<file path="config.mk">
export PLATFORM = sky130hd
export DESIGN_NAME = scfifo_ctrl
export DESIGN_NICKNAME = d
export VERILOG_FILES = /design/src/rtl/scfifo_ctrl.sv
export SDC_FILE = /design/constraint.sdc
export NUM_CORES = 1
export LEC_CHECK = 0
export ABC_AREA = 1
export CORE_MARGIN = 4
export CORE_UTILIZATION = 47
export CTS_CLUSTER_DIAMETER = 30
export DETAILED_ROUTE_END_ITERATION = 6
export GPL_TIMING_DRIVEN = 0
export PLACE_DENSITY = 0.86
export SLEW_MARGIN = 20
export SYNTH_ARGS = -nofsm -noshare
export SYNTH_HDL_FRONTEND = slang
export SYNTH_SLANG_ARGS = --single-unit
</file>
<file path="constraint.sdc">
create_clock -name clk -period 2.42 [get_ports clk]
set_input_delay 0.242 -clock clk [delete_from_list [all_inputs] [get_ports clk]]
set_output_delay 0.242 -clock clk [all_outputs]
set_load 0.01 [all_outputs]
</file>
<file path="src/rtl/scfifo_ctrl.sv">
// Pointer and flag controller for a single-clock FIFO around a dual-port memory whose
// read port registers its address; data moves between requester and memory directly.
module scfifo_ctrl #(
    parameter int unsigned L        = 5,
    parameter int unsigned AF_LEVEL = 28,
    parameter int unsigned AE_LEVEL = 4
) (
    input  logic         clk,
    input  logic         rst,
    input  logic         push,
    input  logic         pop,
    output logic         wr_n,
    output logic [L-1:0] wr_addr,
    output logic         rd_n,
    output logic [L-1:0] rd_addr,
    output logic         rvalid,
    output logic         full,
    output logic         empty,
    output logic         almost_full,
    output logic         almost_empty,
    output logic [L:0]   count,
    output logic         overflow,
    output logic         underflow
);
    localparam int unsigned DEPTH     = 2 ** L;
    localparam logic [L:0]   DEPTH_CNT = (L+1)'(DEPTH);
    localparam logic [L:0]   AF_CNT    = (L+1)'(AF_LEVEL);
    localparam logic [L:0]   AE_CNT    = (L+1)'(AE_LEVEL);
    localparam logic [L-1:0] PTR_ONE   = {{(L-1){1'b0}}, 1'b1};
    localparam logic [L:0]   CNT_ONE   = {{L{1'b0}}, 1'b1};

    logic [L-1:0] wr_ptr_q, wr_ptr_d;
    logic [L-1:0] rd_ptr_q, rd_ptr_d;
    logic [L:0]   count_q, count_d;
    logic         rvalid_q, overflow_q, underflow_q;
    logic         wa, ra;

    // Flags decode the registered count only, so they move the cycle after an access.
    always_comb begin
        full         = (count_q == DEPTH_CNT);
        empty        = (count_q == '0);
        almost_full  = (count_q >= AF_CNT);
        almost_empty = (count_q <= AE_CNT);
    end

    // No bypass: a full FIFO refuses a push and an empty one refuses a pop regardless of
    // the opposite request, which keeps read and write off the same address.
    always_comb begin
        wa = push & ~full & ~rst;
        ra = pop & ~empty & ~rst;
    end

    always_comb begin
        wr_ptr_d = wr_ptr_q;
        rd_ptr_d = rd_ptr_q;
        count_d  = count_q;
        if (wa) begin
            wr_ptr_d = wr_ptr_q + PTR_ONE;
        end
        if (ra) begin
            rd_ptr_d = rd_ptr_q + PTR_ONE;
        end
        case ({wa, ra})
            2'b10:   count_d = count_q + CNT_ONE;
            2'b01:   count_d = count_q - CNT_ONE;
            default: count_d = count_q;
        endcase
    end

    always_ff @(posedge clk) begin
        if (rst) begin
            wr_ptr_q    <= '0;
            rd_ptr_q    <= '0;
            count_q     <= '0;
            rvalid_q    <= 1'b0;
            overflow_q  <= 1'b0;
            underflow_q <= 1'b0;
        end else begin
            wr_ptr_q    <= wr_ptr_d;
            rd_ptr_q    <= rd_ptr_d;
            count_q     <= count_d;
            rvalid_q    <= ra;
            overflow_q  <= push & full;
            underflow_q <= pop & empty;
        end
    end

    always_comb begin
        wr_n      = ~wa;
        wr_addr   = wr_ptr_q;
        rd_n      = ~ra;
        rd_addr   = rd_ptr_q;
        rvalid    = rvalid_q;
        count     = count_q;
        overflow  = overflow_q;
        underflow = underflow_q;
    end

endmodule

</file>
After elaboration in Yosys (flattened, before gate mapping)

Index checks and enable logic that the tools add are counted.

Register bits after elaboration: 19
Bits of input ports: 4
Output and inout port bits: 25
Logic and storage cells: 29

Add/subtract/negate cells: 4
$lt $le $gt $ge: 2
Eq/ne operators: 3
Mux-type cells: 1
Bitwise logic cells: 11
Reductions and logical operators: 2

Operator list:

| kind                                                                                 | count |
|---|---|
| 6-bit one-hot mux with 2 select lines                                                | 1 |
| 5-bit by 1-bit adder with 5-bit output (second input constant)                       | 2 |
| 6-bit by 1-bit adder with 6-bit output (second input constant)                       | 1 |
| 1-bit bitwise AND                                                                    | 6 |
| 6-bit equality test (second input constant)                                          | 1 |
| 6-bit by 5-bit greater-or-equal comparator with 1-bit output (second input constant) | 1 |
| 6-bit by 3-bit less-or-equal comparator with 1-bit output (second input constant)    | 1 |
| 6-bit zero test                                                                      | 1 |
| 6-bit by 1-bit subtractor with 6-bit output (second input constant)                  | 1 |
| 1-bit inverter                                                                       | 5 |
| 2-bit by 1-bit equality test with 1-bit output (second input constant)               | 1 |
| 2-bit equality test (second input constant)                                          | 1 |
| 2-bit nonzero test                                                                   | 1 |

Logic depth before layout (Yosys ltp)

Gate-level depths: netlist (run 1).

Word-level depth: 6
Depth in mapped cells: 14
Mapped depth without buffers: 14

Least setup slack after synthesis (run 1)

Ideal clock, no wire load.

Path type: flip-flop to flip-flop
Start: reg count_q[2], in the netlist count[2]
End: reg count_q[4], in the netlist count[4]
Library setup time: 0.056 ns
Arrival: 2.035 ns
Required time: 2.364 ns
Path slack: 0.329 ns
Cell stages (with the launch flop): 12
Path buffers: 0
Period minus slack after synthesis: 2.091 ns
Path through: dfxtp_1 nor2_4 nand4_4 nand2_2 ha_1 inv_1 fa_1 nand3b_1 a21o_1 nand3_1 nand2_1 inv_1

Longest elaborated chain between the ends: 6
Elaborated cells between the ends (all ways): 14
Those cells by class: add/sub: 2; eq/ne: 3; mux: 1; bitwise: 6; reduce/logical: 2

RTL lines:

| item                                                                                         | RTL line | source |
|---|---|---|
| start, declared                                                                              | 34       | `logic [L:0] count_q, count_d;` |
| start signal, assigned                                                                       | 81       | `count_q <= count_d;` |
| 6-bit equality test / 6-bit zero test (equally long branches)                                | 40, 41   |  |
| 1-bit inverter, on equally long branches                                                     | 49, 50   |  |
| 1-bit bitwise AND, on equally long branches (2 in series)                                    | 49, 50   |  |
| 2-bit by 1-bit equality test with 1-bit output / 2-bit equality test (equally long branches) | 63       | `case ({wa, ra})` |
| 6-bit one-hot mux with 2 select lines / 2-bit nonzero test (equally long branches)           | --       |  |

Parallel ways exist; a longest one is shown, timed or not.
A chain may end at the register's enable or synchronous reset.

Final worst setup path (run 1)

Start: in rst
End: reg count_q[4], in the netlist count[4]

Longest elaborated chain between the ends: 4
Elaborated cells between the ends (all ways): 7
Those cells by class: eq/ne: 2; mux: 1; bitwise: 3; reduce/logical: 1

RTL lines:

| item                                                                                         | RTL line | source |
|---|---|---|
| start, declared                                                                              | 9        | `input logic rst,` |
| 1-bit inverter *                                                                             | 50       | `ra = pop & ~empty & ~rst;` |
| 1-bit bitwise AND *                                                                          | 50       |  |
| net ra                                                                                       | 36       | `logic wa, ra;` |
| 2-bit by 1-bit equality test with 1-bit output / 2-bit equality test (equally long branches) | 63       |  |
| 6-bit one-hot mux with 2 select lines / 2-bit nonzero test (equally long branches)           | --       |  |

The timed path passes the listed nets; every way through them passes the cells marked *.

==> results.tsv, run 1 <==
stage	metric	value	unit
power_and_ir_drop	internal_power	0.000636	W
logic_synthesis	ys_types	24	
critical_path	cp-end-kind	register	
logic_synthesis	ys_warn_count	0	
sta	setup_slack	0.120	ns
routing	drc	0	
place	place.gp.congestion	0.804	
clock_network	post_cts.repair.setup_buffers	0	
final_layout	final_cell_area	1430	sq um
routing	vias	1024	
floorplan	ios	29	
run	maxCapViolCount	0	
logic_synthesis	yosys.cell_count.top_type	nand2_1	
critical_path	r2r-end	count[4]	
final_layout	multi_input_area	611	sq um
logic_synthesis	synthCells	141	
floorplan	core	2190	sq um
logic_synthesis	async_flop_share	0	%
power_and_ir_drop	p_seq_share	39.0	%
grt	antenna_found_initial	0	
power_and_ir_drop	power.total	0.00104	W
power_and_ir_drop	power_leakage	0.643	nW
min_path	hold_class	in2reg	
grt	grt_pass1_wl	4290	um
routing	drt_iter0_drc	17	
critical_path	critPathKind	in2reg	
sta	setup-tns-final	0	ns
final_layout	num-fill-cells	183	
sta	max_freq	0.435	GHz
floorplan	die_h	55.8	um
logic_synthesis	syn_nets	153	
critical_path	regToRegStartpoint	count[3]	
grt	grt_start_max_net_pins	12	
final_layout	area_growth	32.9	%
place	place_area	1390	sq um
place	place_ws	-0.285	ns
power_and_ir_drop	clock_power_share	15.9	%
clock_network	cts_tree	built	
critical_path	start_kind	input pin	
logic_synthesis	synth_top_area_share	35.3	%
routing	totalWireLength	2550	um
clock_network	ctsHoldBuffers	0	
power_and_ir_drop	pwr-share-comb	45.1	%
logic_synthesis	synth_edf_count	0	
routing	drt-wirelength-per-cell	12.7	um
sta	finalSetupViolations	0	
grt	grt.overflow.total	0	
sta	fin_crit_sh	95.0	%
floorplan	initial_utilization	49.1	%
run_status	status	finished clean	
clock_network	htree_levels	1	
power_and_ir_drop	vdd_ir_drop_max	0.000439	V
critical_path	r2r_cells	11	
logic_synthesis	synthesis.area	1080	sq um
logic_synthesis	synthTopCellsByArea	dfxtp_1 (35%), nand2_1 (8.7%), ha_1 (8.1%)	
final_layout	diodes	0	
power_and_ir_drop	netSwitchingPower	0.000405	W
clock_network	cts-root-buf	clkbuf_4	
clock_network	clk_latency	0.31	ns
final_layout	seqCellArea	382	sq um
place	port_buffers	28	
critical_path	cp_max_fo	7	
critical_path	arrival	2.52	ns
min_path	whs_path_depth	3	
clock_network	clock_path_buffers	2	
grt	grtUsageTotal	17.2	%
routing	drt-pass1-iter-count	4	
critical_path	cp.required	2.64	ns
power_and_ir_drop	power_density	728	nW/um^2
clock_network	clkTransAtPathRegs	0.11	ns
logic_synthesis	synth_ff_type	dfxtp_1	
clock_network	clock_sinks	19	
min_path	hp-start	pop	
floorplan	rows	17	
logic_synthesis	synth-seq-cells	19	
clock_network	cts_resized	0	
min_path	min_to	underflow	
final_layout	drive_gt1_share	9.25	%
sta	hold_viol_final	0	
sta	slew_violations	0	
power_and_ir_drop	swShare	38.9	%
place	hpwlAfterDp	1980	um
clock_network	numCtsBuffers	3	
routing	detail-route-antenna-nets	0	
floorplan	dieWidth	55.8	um
logic_synthesis	yosysSeqAreaShare	35.3	%
final_layout	nets	186	
sta	slew_headroom	66.1	%
sta	tightest_slew	0.508	ns
floorplan	design.die.area	3120	sq um
sta	fin_skew	0.00943	ns
logic_synthesis	synth_top_area_cell	dfxtp_1	
sta	min_period	2.30	ns
routing	vias_per_cell	5.09	
logic_synthesis	synthTopCellsByCount	nand2_1 (25), inv_1 (22), dfxtp_1 (19), nand3_1 (17), a21oi_1 (15)	
logic_synthesis	avgSynthCellArea	7.63	sq um
critical_path	ff2ff_setup_slack	0.14	ns
grt	grt_pass1_vias	977	
sta	finalHoldWorstSlack	0.476	ns
-- registers in the layout, indices dropped and copies added, names as in the netlist --
register,count
count,6
rvalid,1
wr_addr,5
rd_addr,5
overflow,1
underflow,1
-- cell type report --
cell class,count,share of cell area [%]
Buffer,1,0.262
Clock buffer,3,1.57
Clock inverter,1,0.350
Inverter,23,6.39
Multi-Input combinational cell,98,42.7
Sequential cell,19,26.7
Tap cell,28,2.45
Timing Repair Buffer,28,19.6
-- power by group through the flow --
| stage | combinational (W) | sequential, W | clock (W) |
|---|---|---|---|
| CTS | 0.000466 | 0.000404 | 0.000170 |
| global placement | 0.000449 | 0.000409 | 0 |
| floorplan | 0.000262 | 0.000421 | 0 |
| detailed placement | 0.000466 | 0.000412 | 0 |
| global route | 0.000516 | 0.000413 | 0.000187 |
| finish | 0.000470 | 0.000406 | 0.000166 |
-- layer usage --
metal  vias up  global-route usage [%]  routed length, um
met5         -                       0                  0
met4         0                    6.10                 39
met3         6                    5.34                 97
met2        23                    31.4               1350
met1       473                    18.6               1060
li1        522                       -                  -
-- per-stage QoR --
| stage | cells | utilization, % |
|---|---|---|
| final | 201 | 65.3 |
| after floorplan | 141 | - |
| after CTS | 201 | 64.8 |
| after detailed placement | 197 | 63.5 |
| after global placement | 197 | 63.5 |
| after global routing | 201 | 65.3 |
-- placed cells by master, fill, tap and decap left out, drive strengths merged --
cell type | synthesis | layout
nand3 | 18 | 18
o21ai | 4 | 4
xnor2 | 5 | 5
clkdlybuf4s50 | 0 | 28
nand2 | 28 | 28
clkinv | 0 | 1
o31ai | 1 | 1
fa | 1 | 1
clkbuf | 1 | 4
xor2 | 3 | 3
nor2 | 10 | 10
inv | 23 | 23
nand4 | 1 | 1
a21oi | 15 | 15
a21o | 1 | 1
nor3 | 2 | 2
or2 | 1 | 1
ha | 7 | 7
dfxtp | 19 | 19
nand3b | 1 | 1
-- how the worst max path moves through the flow --
stage                to      from  slack (ns)  cells after the start
6_report       count[4]       rst        0.12                     12
5_1_grt        count[4]  count[0]       -0.01                     11
4_1_cts        count[4]       rst        0.06                     10
3_5_place_dp   count[4]       rst       -0.29                     10
3_3_place_gp   count[3]       rst       -0.23                     12
2_1_floorplan  count[4]  count[2]        0.33                     11
-- cells by family after synthesis --
| logic type | Yosys count | share of synthesized area, % |
|---|---|---|
| AO/OA/AOI/OAI | 21 | 10.2 |
| XOR/XNOR | 8 | 6.51 |
| adder cells (fa/ha/maj) | 8 | 10.0 |
| buffers and inverters | 24 | 8.84 |
| flip-flops | 19 | 35.3 |
| AND/OR/NAND/NOR | 61 | 29.1 |
-- worst max-delay path, stage by stage --
cell and delay [ns]:
clkdlybuf4s50_1 0.53, nor2_1 0.24, nand2_4 0.12, inv_6 0.10
ha_2 0.26, inv_1 0.08, fa_1 0.39, nand3b_1 0.22
nand3_1 0.13, nand3_1 0.09, nand2_1 0.06, inv_1 0.04
Note: power is estimated with default switching activity, not from simulation.
==> run 2, diff against run 1 <==
--- a/config.mk
+++ b/config.mk
@@ -7,11 +7,10 @@
 export LEC_CHECK = 0
 export ABC_AREA = 1
 export CORE_MARGIN = 4
-export CORE_UTILIZATION = 47
+export CORE_UTILIZATION = 45
 export CTS_CLUSTER_DIAMETER = 30
 export DETAILED_ROUTE_END_ITERATION = 6
-export GPL_TIMING_DRIVEN = 0
-export PLACE_DENSITY = 0.86
+export PLACE_DENSITY = 0.83
 export SLEW_MARGIN = 20
 export SYNTH_ARGS = -nofsm -noshare
 export SYNTH_HDL_FRONTEND = slang
==> run 2 against run 1 <==
Compared with the run above: cell count rose by 3.0%; total power grew 2.5%; die area grew 3.8%; sequential share of layout area down 0.77 points; maximum frequency rose by 2.1%; worst setup slack better by 0.048 ns; combinational power up 5.7%; worst hold slack gained 0.024 ns; sequential cell count is the same; largest power group unchanged.
==> results.tsv, run 2 (same netlist as run 1, synthesis figures left out) <==
stage	metric	value	unit
critical_path	crit_path_top_delay_cell	fa_1	
clock_network	htree_levels	1	
grt	grt_pass1_wl	4570	um
clock_network	post_cts.repair.setup_buffers	0	
sta	rsz0062_at_grt	false	
routing	drc	0	
grt	antenna_found_initial	0	
sta	setup-tns-final	0	ns
critical_path	regToRegStartpoint	count[2]	
sta	slew_headroom	79.4	%
critical_path	r2r_cells	11	
critical_path	critPathKind	reg2reg	
clock_network	clkTransAtPathRegs	0.11	ns
clock_network	cts_tree	built	
final_layout	fin_util	65.1	%
final_layout	largest_register_ffs	6	
routing	drt-pass1-iter-count	4	
critical_path	path_cells	nor2_4, nand4_4, nand2_2, ha_1, inv_1, fa_1, nand3b_1, a21o_1, nand3_1, nand2_1, inv_1	
grt	grt_start_max_net_pins	12	
place	hpwlAfterDp	2030	um
min_path	whs_path_depth	2	
floorplan	die_h	56.9	um
floorplan	design.die.area	3240	sq um
critical_path	arrival	2.51	ns
power_and_ir_drop	power_density	727	nW/um^2
critical_path	crit_top_cell	inv_1	
floorplan	dieWidth	56.9	um
clock_network	cts_resized	0	
sta	hold_viol_final	0	
sta	slew_violations	0	
critical_path	max_stage_delay	0.39	ns
critical_path	cp.required	2.68	ns
routing	detail-route-antenna-nets	0	
sta	max_freq	0.444	GHz
critical_path	path_delay_family	simple AND/OR/NAND/NOR gates	
sta	tightest_slew	0.308	ns
routing	drt-wirelength-per-cell	12.9	um
final_layout	drive_gt1_share	11.2	%
floorplan	rows	17	
run_status	status	finished clean	
clock_network	clock_sinks	19	
critical_path	ff2ff_setup_slack	0.17	ns
power_and_ir_drop	vdd_ir_drop_max	0.000428	V
run	maxCapViolCount	0	
floorplan	core	2250	sq um
final_layout	diodes	0	
routing	drt_iter0_drc	24	
clock_network	clk_latency	0.31	ns
routing	vias	1072	
floorplan	initial_utilization	47.7	%
sta	finalSetupViolations	0	
clock_network	clock_path_buffers	2	
min_path	min_to	rd_addr[4]	
sta	fin_crit_sh	93.1	%
final_layout	final_common_cell	clkdlybuf4s50_1	
grt	grt.overflow.total	0	
final_layout	area_growth	36.4	%
sta	min_period	2.25	ns
routing	vias_per_cell	5.18	
final_layout	num-fill-cells	197	
min_path	hold_class	reg2reg	
critical_path	cp_max_fo	9	
sta	fin_skew	0.00689	ns
final_layout	final_cell_mix	clkdlybuf4s50_1 (28), nand2_1 (25), inv_1 (22)	
grt	grt_pass1_vias	1024	
grt	grtUsageTotal	17.5	%
clock_network	cts-root-buf	clkbuf_4	
clock_network	ctsHoldBuffers	0	
floorplan	ios	29	
min_path	hp-start	rd_addr[4]	
critical_path	critical_path_buf_inv_count	2	
final_layout	nets	192	
critical_path	start_kind	register	
place	port_buffers	28	
critical_path	cp-end-kind	register	
power_and_ir_drop	power_leakage	0.676	nW
routing	totalWireLength	2670	um
critical_path	r2r-end	count[4]	
place	place.gp.congestion	0.903	
clock_network	numCtsBuffers	3	
[run 2: final cells by class]
type	count	area, sq um	share of cell area (%)
sequential	19	380	25.9
multi-input combinational	98	601	40.9
clock buffer	3	22.5	1.53
inverter	23	91.3	6.22
timing repair buffer	35	333	22.7
clock inverter	1	5.00	0.341
tap	28	35.0	2.39
[run 2: routing by layer]
layer,track usage (%),share of wire (%),vias up
met5,0,0,-
met4,7.28,2.4,0
met3,2.76,7.3,7
met2,30.0,49,43
met1,21.5,42,491
li1,-,-,531
[run 2: worst max-delay path by stage]
stage,depth (start not counted),slack (ns),from,endpoint
floorplan,11,0.33,count[2],count[4]
global placement,13,0.09,pop,count[4]
detailed placement,12,0.004,rst,count[4]
CTS,11,0.19,count[2],count[4]
global route,11,0.03,count[4],count[4]
finish,11,0.17,count[2],count[4]
[run 2: power by group]
group | leakage, nW | switching, W | internal, W
registers | 0.155 | 0.0000532 | 0.000351
clock network | 0.0177 | 0.000105 | 0.0000618
logic | 0.503 | 0.000261 | 0.000236
total | 0.676 | 0.000419 | 0.000649
[run 2: worst min-delay path: stages, from the launching register on]
cell and delay, ns:
dfxtp_1 0.35, nand2_1 0.07, a21oi_1 0.05
[run 2: metrics by stage]
step | area [sq um] | hold WS [ns] | setup slack, ns | power (W) | std cells
detailed placement | 1440 | 0.487 | 0.00385 | 0.000902 | 203
global placement | 1440 | 0.482 | 0.0943 | 0.000883 | 203
global route | 1470 | 0.513 | 0.0279 | 0.00114 | 207
CTS | 1470 | 0.504 | 0.189 | 0.00107 | 207
floorplan | 1080 | 0.382 | 0.329 | 0.000683 | 141
finish | 1470 | 0.500 | 0.168 | 0.00107 | 207
==> run 3, diff against run 2 <==
==> constraint.sdc (replaced) <==
create_clock -name clk -period 2.2 [get_ports clk]
set_input_delay 0.22 -clock clk [delete_from_list [all_inputs] [get_ports clk]]
set_output_delay 0.22 -clock clk [all_outputs]
set_load 0.01 [all_outputs]
==> run 3 against run 2 <==
Compared with the run above: non-clock buffer count increased by 6; wire length down 6.2%; cell area grew 3.4%; worst setup slack got worse by 0.080 ns; cell count grew 2.9%; register-to-register slack lost 0.08 ns; sequential share of layout area is 0.52 points lower; critical path depth rose by 1; via count rose by 1.2%.
==> results.tsv, run 3 (same netlist as run 1, synthesis figures left out) <==
stage	metric	value	unit
clock_network	cts_tree	built	
critical_path	start_kind	register	
floorplan	ios	29	
sta	tightest_slew	0.237	ns
clock_network	numCtsBuffers	3	
floorplan	rows	17	
power_and_ir_drop	power.total	0.00120	W
power_and_ir_drop	vdd_ir_drop_max	0.000459	V
routing	vias_per_cell	5.09	
power_and_ir_drop	internal_power	0.000746	W
final_layout	largest_register_ffs	6	
clock_network	cts-root-buf	clkbuf_4	
sta	setup-tns-final	0	ns
grt	antenna_found_initial	0	
grt	grt.overflow.total	0	
power_and_ir_drop	p_seq_share	37.1	%
floorplan	design.die.area	3240	sq um
run_status	status	finished clean	
routing	top_layer_used	met4	
grt	grt_start_max_net_pins	12	
routing	drt_iter0_drc	26	
power_and_ir_drop	netSwitchingPower	0.000456	W
sta	min_period	2.11	ns
final_layout	diodes	0	
routing	vias	1085	
place	hpwlAfterDp	2010	um
sta	max_freq	0.474	GHz
final_layout	final_common_cell	clkdlybuf4s50_1	
routing	drt-wirelength-per-cell	11.8	um
run	maxCapViolCount	0	
sta	finalSetupViolations	0	
power_and_ir_drop	power_leakage	0.706	nW
sta	slew_violations	0	
sta	fin_skew	0.00484	ns
critical_path	cp-end-kind	register	
place	port_buffers	28	
power_and_ir_drop	swShare	38.0	%
min_path	hold_class	in2reg	
clock_network	clock_sinks	19	
routing	drt-pass1-iter-count	4	
routing	drc	0	
routing	dr_wl_met2	1230	um
critical_path	cp.required	2.46	ns
routing	routed-wl-met3	118	um
clock_network	clk_latency	0.30	ns
floorplan	initial_utilization	47.7	%
critical_path	arrival	2.37	ns
power_and_ir_drop	pwr-share-comb	47.9	%
power_and_ir_drop	power_density	792	nW/um^2
final_layout	area_growth	41.0	%
sta	fin_crit_sh	96.0	%
clock_network	htree_levels	1	
grt	grtUsageTotal	15.8	%
floorplan	dieWidth	56.9	um
critical_path	critPathKind	reg2reg	
clock_network	clkTransAtPathRegs	0.12	ns
critical_path	cp_max_fo	6	
routing	wl_met1	1120	um
routing	detail-route-antenna-nets	0	
place	place.gp.congestion	0.835	
final_layout	fin_util	67.3	%
power_and_ir_drop	clock_power_share	15.1	%
routing	totalWireLength	2500	um
final_layout	final_cell_mix	clkdlybuf4s50_1 (28), nand2_1 (25), inv_1 (22)	
floorplan	core	2250	sq um
floorplan	die_h	56.9	um
clock_network	clock_path_buffers	2	
grt	grt_pass1_wl	4220	um
final_layout	num-fill-cells	187	
final_layout	drive_gt1_share	16.2	%
grt	grt_pass1_vias	1025	
sta	slew_headroom	84.1	%
final_layout	nets	198	
sta	hold_viol_final	0	
[run 3: worst paths after layout]
kind | from | to | slack [ns] | cells past startpoint
worst min-delay path | push | overflow | 0.49 | 3
worst min register to register | wr_addr[4] | wr_addr[4] | 0.50 | 2
worst max-delay path | count[4] | count[4] | 0.09 | 12
worst max register to register | count[4] | count[4] | 0.09 | 12
[run 3: repair_timing]
item / CTS / global route
gates resized for setup: 0 / 4
setup endpoints to repair: 0 / 4
setup buffers: 0 / 0
hold buffers: 0 / 0
[run 3: layout make-up]
type / count / area, sq um / share of cell area (%)
clock buffer: 3 / 22.5 / 1.48
clock inverter: 1 / 5.00 / 0.330
inverter: 23 / 91.3 / 6.02
multi-input combinational: 98 / 601 / 39.6
sequential: 19 / 385 / 25.4
tap: 28 / 35.0 / 2.31
timing repair buffer: 41 / 378 / 24.9
[run 3: critical path, cell delays in order, from the launching register on]
cell and delay [ns]:
dfxtp_1 0.44, nor2_2 0.07, nand3_2 0.12, nand2_4 0.08, inv_6 0.05, ha_1 0.28, inv_1 0.10, fa_1 0.39
nand3b_1 0.20, a21o_1 0.20, nand3_1 0.06, nand2_1 0.05, inv_1 0.05
[run 3: power groups by stage]
stage                     combinational (W)  clock, W  sequential (W)
after global routing               0.000624  0.000200        0.000452
final                              0.000575  0.000181        0.000446
after floorplan                    0.000288         0        0.000463
after CTS                          0.000575  0.000187        0.000441
after global placement             0.000553         0        0.000447
after detailed placement           0.000573         0        0.000448
[run 3: per-layer routing]
metal / track usage (%) / vias to the layer above
met5: 0 / -
met2: 28.2 / 38
met3: 2.53 / 8
met4: 4.64 / 0
met1: 19.2 / 492
li1: - / 547
[run 3: through the flow]
step                      setup slack, ns  std cells  hold WS, ns  instance area (sq um)
after floorplan                     0.109        141        0.360                   1080
after global placement            -0.0698        209        0.482                   1490
after detailed placement           -0.192        209        0.489                   1490
after CTS                          0.0204        213        0.481                   1510
after global routing             -0.00727        213        0.511                   1520
final                              0.0884        213        0.489                   1520
